File: src/rtl/fre_in_cond.sv
// ============================================================================
// Module      : fre_in_cond
// Description : Probe input conditioner. It synchronises and deglitches the
//               probe, then emits rise/fall pulses and a loss-of-signal flag.
//               Optional macro GLITCH_CNT_EN adds the glitch_cnt_o port.
// Revision    : 1.0 - initial release
// ============================================================================
`default_nettype none

module fre_in_cond #(
  parameter int SYNC_STAGES = 2,
  parameter int FILT_CYC    = 4,
  parameter int LOS_CYC     = 50_000_000,
  parameter int LOS_W       = 26
) (
  input  logic        clk_i,
  input  logic        rst_i,
  input  logic        sig_i,
  output logic        sig_o,
  output logic        rise_o,
  output logic        fall_o,
  output logic        los_o
`ifdef GLITCH_CNT_EN
  ,
  output logic [15:0] glitch_cnt_o
`endif
);

  localparam int                FCNT_W      = $clog2(FILT_CYC) + 1;
  localparam logic [FCNT_W-1:0] c_FILT_LAST = FCNT_W'(FILT_CYC - 1);
  localparam logic [LOS_W-1:0]  c_LOS_LAST  = LOS_W'(LOS_CYC - 1);

  typedef enum logic [0:0] {
    ST_STABLE = 1'b0,
    ST_PEND   = 1'b1
  } state_t;

  state_t                   r_state;
  state_t                   w_state_nxt;
  logic [SYNC_STAGES-1:0]   r_sync;
  logic                     w_smp;
  logic                     r_lvl;
  logic [FCNT_W-1:0]        r_fcnt;
  logic [FCNT_W-1:0]        w_fcnt_nxt;
  logic                     w_flip;
  logic                     r_rise;
  logic                     r_fall;
  logic [LOS_W-1:0]         r_los_cnt;

  always_ff @(posedge clk_i) begin
    if (rst_i) begin
      r_sync <= '0;
    end else begin
      r_sync <= {r_sync[SYNC_STAGES-2:0], sig_i};
    end
  end

  assign w_smp = r_sync[SYNC_STAGES-1];

  always_ff @(posedge clk_i) begin
    if (rst_i) begin
      r_state <= ST_STABLE;
      r_fcnt  <= '0;
      r_lvl   <= 1'b0;
      r_rise  <= 1'b0;
      r_fall  <= 1'b0;
    end else begin
      r_state <= w_state_nxt;
      r_fcnt  <= w_fcnt_nxt;
      r_lvl   <= r_lvl ^ w_flip;
      r_rise  <= w_flip & ~r_lvl;
      r_fall  <= w_flip & r_lvl;
    end
  end

  // A level change is accepted only after FILT_CYC consecutive differing samples.
  always_comb begin
    w_state_nxt = r_state;
    w_fcnt_nxt  = r_fcnt;
    w_flip      = 1'b0;
    case (r_state)
      ST_STABLE: begin
        if (w_smp != r_lvl) begin
          if (FILT_CYC == 1) begin
            w_flip = 1'b1;
          end else begin
            w_fcnt_nxt  = FCNT_W'(1);
            w_state_nxt = ST_PEND;
          end
        end
      end
      ST_PEND: begin
        if (w_smp == r_lvl) begin
          w_fcnt_nxt  = '0;
          w_state_nxt = ST_STABLE;
        end else if (r_fcnt == c_FILT_LAST) begin
          w_flip      = 1'b1;
          w_fcnt_nxt  = '0;
          w_state_nxt = ST_STABLE;
        end else begin
          w_fcnt_nxt = r_fcnt + FCNT_W'(1);
        end
      end
      default: begin
        w_fcnt_nxt  = '0;
        w_state_nxt = ST_STABLE;
      end
    endcase
  end

  // The clear is keyed off the registered rise so los_o drops the cycle after rise_o.
  always_ff @(posedge clk_i) begin
    if (rst_i) begin
      r_los_cnt <= '0;
    end else if (r_rise) begin
      r_los_cnt <= '0;
    end else if (r_los_cnt != c_LOS_LAST) begin
      r_los_cnt <= r_los_cnt + LOS_W'(1);
    end
  end

  assign sig_o  = r_lvl;
  assign rise_o = r_rise;
  assign fall_o = r_fall;
  assign los_o  = (r_los_cnt == c_LOS_LAST);

`ifdef GLITCH_CNT_EN
  logic        w_glitch;
  logic [15:0] r_glitch_cnt;

  assign w_glitch = (r_state == ST_PEND) && (w_smp == r_lvl);

  always_ff @(posedge clk_i) begin
    if (rst_i) begin
      r_glitch_cnt <= '0;
    end else if (w_glitch && (r_glitch_cnt != 16'hFFFF)) begin
      r_glitch_cnt <= r_glitch_cnt + 16'd1;
    end
  end

  assign glitch_cnt_o = r_glitch_cnt;
`endif

endmodule

`default_nettype wire
File: config.mk
export PLATFORM = sky130hd
export DESIGN_NAME = fre_in_cond
export DESIGN_NICKNAME = d
export VERILOG_FILES = /design/src/rtl/fre_in_cond.sv
export SDC_FILE = /design/constraint.sdc
export NUM_CORES = 1
export LEC_CHECK = 0
export CAP_MARGIN = 30
export CORE_MARGIN = 5
export CORE_UTILIZATION = 55
export DETAILED_ROUTE_END_ITERATION = 7
export PLACE_DENSITY = 0.81
export RECOVER_POWER = 50
export SLEW_MARGIN = 25
export SYNTH_ARGS = -nofsm -noshare
export SYNTH_HDL_FRONTEND = slang
export SYNTH_SLANG_ARGS = --single-unit
File: constraint.sdc
create_clock -name clk_i -period 2.44 [get_ports clk_i]
set_input_delay 0.366 -clock clk_i [delete_from_list [all_inputs] [get_ports clk_i]]
set_output_delay 0.366 -clock clk_i [all_outputs]
set_load 0.02 [all_outputs]
==> qor.txt <==
clock sink count -> 35
status -> completed
max incr delay on CP -> 0.57 ns
RSZ-0062 raised after global routing -> no
Post-CTS Setup Bufs -> 0
area leader, netlist -> dfxtp_1
Data required, critical path -> 2.07 ns
DP HPWL -> 2790 um
maximum clock frequency -> 437 MHz
routability cong. -> 0.946
layout cell share with drive strength beyond 1 -> 0.119
post-DR vias/cell -> 6.31
Max-slew headroom -> 0.135
Hold Startpoint -> r_sync[0]
GRT overflow -> 0
Max stage delay cell, worst path -> or4_4
Primary FF master, synth -> dfxtp_1
crit path cell chain -> ha_1 -> nand3_1 -> or4_4 -> nor2_2 -> buf_2
fin nets -> 225
DR WL/cell -> 15.7 um
drt first pass iters -> 4
setup_tns -> 0 ns
Critical Path Sink Type -> output port
Final Hold Vio Count -> 0
IO Pins -> 7
CP Class -> register to output port
TritonCTS buffer count -> 5
largest net degree at the start of global routing -> 23
EDFF count, synth -> 0
HP Class -> register to register
# setup viols final -> 0
Unique masters post-synth -> 39
Tmin final -> 2.29 ns
async set-reset flop share out of synthesis -> 0
placeable core area -> 3000 um^2
Worst Path Arrival -> 1.92 ns
top cells by count, synth -> dfxtp_1 (35), nand2_1 (22), nor2_1 (15)
post-CTS sizing -> 3
Clock Path Buffers -> 2
Inserted Diodes -> 0
die span in x -> 65.7 um
fin crit share -> 0.939
H-tree depth -> 2
final wirelength -> 3970 um
Clock Pin Slew Worst Setup and Hold Paths -> 0.10 ns
Hold WS -> 0.465 ns
Net Count, Synth -> 206
most common cell in the netlist -> dfxtp_1
Critical Path Start Type -> register
crit path from -> r_los_cnt[0]
Lkg Pwr -> 0.699 nW
antenna-violating nets left -> 0
synth warn -> 0
Syn Inst Count -> 199
Worst R2R Start -> rise_o
DIE AREA -> 4310 um^2
Layout Area Growth over Synthesis -> 13.7%
aggregate global-route resource usage -> 0.218
Least-Margin Pin Slew -> 1.30 ns
# Max-Cap Violations -> 0
VDD IR-drop max -> 0.311 mV
Synth area leaders -> dfxtp_1 (41%), nand2_1 (4.8%), a21oi_1 (4.1%)
max-slew violation count -> 0
Syn Area/Cell -> 8.56 um^2
root buffer cell -> clkbuf_4
Synth Register Bits -> 35
First DRT Iteration DRCs -> 163
initial antenna violation count -> 0
Pwr Density -> 508 nW/um^2
vias -> 1,589
first-pass GRT wire length -> 7220 um
CTS tree -> yes
clk_lat worst skew -> 0.34 ns
Cell Area, Synth -> 1700 um^2
Initial Util -> 0.567
register area share after synthesis -> 0.411
port bufs -> 6
Post-CTS Hold Buffers -> 0
Die Span Y -> 65.7 um
Remaining DRCs -> 0
skew final -> 0.00714 ns
vias in the first global route -> 1,532
top-area cell type share of the netlist area -> 0.411
num rows -> 20
crit-path max FO -> 5
## cell usage in the layout, fill, tap and decap left out, drive strengths merged, types with 4 or more instances in the layout
cell     n
dfxtp   35
nand2   22
nor2    15
a21oi   14
o21ai   12
buf     11
nand3   10
clkbuf  10
nand4    9
or3      7
or4      7
nor2b    5
and3     5
and4     5
nor3     5
nor4     5
xor2     4
o31ai    4
mux2i    4
ha       4
## path summary, 6_finish.rpt
check	to	slack, ns	depth (start not counted)
setup / recovery	los_o	0.15	5
hold / removal	r_sync[1]	0.46	1
setup reg to reg	r_los_cnt[4]	0.42	4
hold reg to reg	r_sync[1]	0.46	1
## critical path: cells and delay by family (launching register included)
family | cells | cell delay, ns
buffers and inverters | 1 | 0.19
DFF | 1 | 0.35
adders and majority gates | 1 | 0.20
and+or+nand+nor | 3 | 0.84
## final cells by class
class	count	area, um^2
flip-flops and latches	35	701
well taps	33	41.3
multi-input cells	157	985
inverters	1	3.75
repair buffers	18	138
clock buffers	8	68.8
fillers	254	1070
## metal layers
| layer | track usage | share of wire | vias up |
|---|---|---|---|
| li1 | - | - | 782 |
| met2 | 0.358 | 0.48 | 51 |
| met5 | 0 | 0 | - |
| met4 | 0.0803 | 0.018 | 0 |
| met1 | 0.264 | 0.45 | 746 |
| met3 | 0.0684 | 0.046 | 10 |
## through the flow
step                cell area (um^2)   util  total power (W)  instances  setup slack [ns]
floorplan                       1700      -         0.000621        199             0.421
global placement                1870  0.623         0.000636        244             0.149
detailed placement              1870  0.623         0.000640        244            0.0396
CTS                             1940  0.647         0.000996        252          0.000527
global route                    1940  0.645          0.00103        252           0.00895
finish                          1940  0.645         0.000984        252             0.149
## report_power, final
| group | switching, W | internal (W) |
|---|---|---|
| sequential | 0.00000537 | 0.000578 |
| combinational | 0.0000253 | 0.0000179 |
| clock | 0.000188 | 0.000169 |
| total | 0.000218 | 0.000765 |
## cells by family (layout without fill, tap and decap cells)
kind of cell    after synthesis  after routing  share of synthesized area
mux                           4              4                     0.0235
compound gates               41             41                      0.153
flops                        35             35                      0.411
simple gates                101            101                      0.330
buf+inv                       7             27                     0.0161
fa+ha+maj                     4              4                     0.0294
xor+xnor                      7              7                     0.0360
## registers in the layout (all words and copies together) (netlist names)
| name | flops |
|---|---|
| r_sync | 2 |
| r_fcnt | 3 |
| r_state | 1 |
| sig_o | 1 |
| rise_o | 1 |
| r_los_cnt | 26 |
| fall_o | 1 |
(Power assumes the default switching activity.)
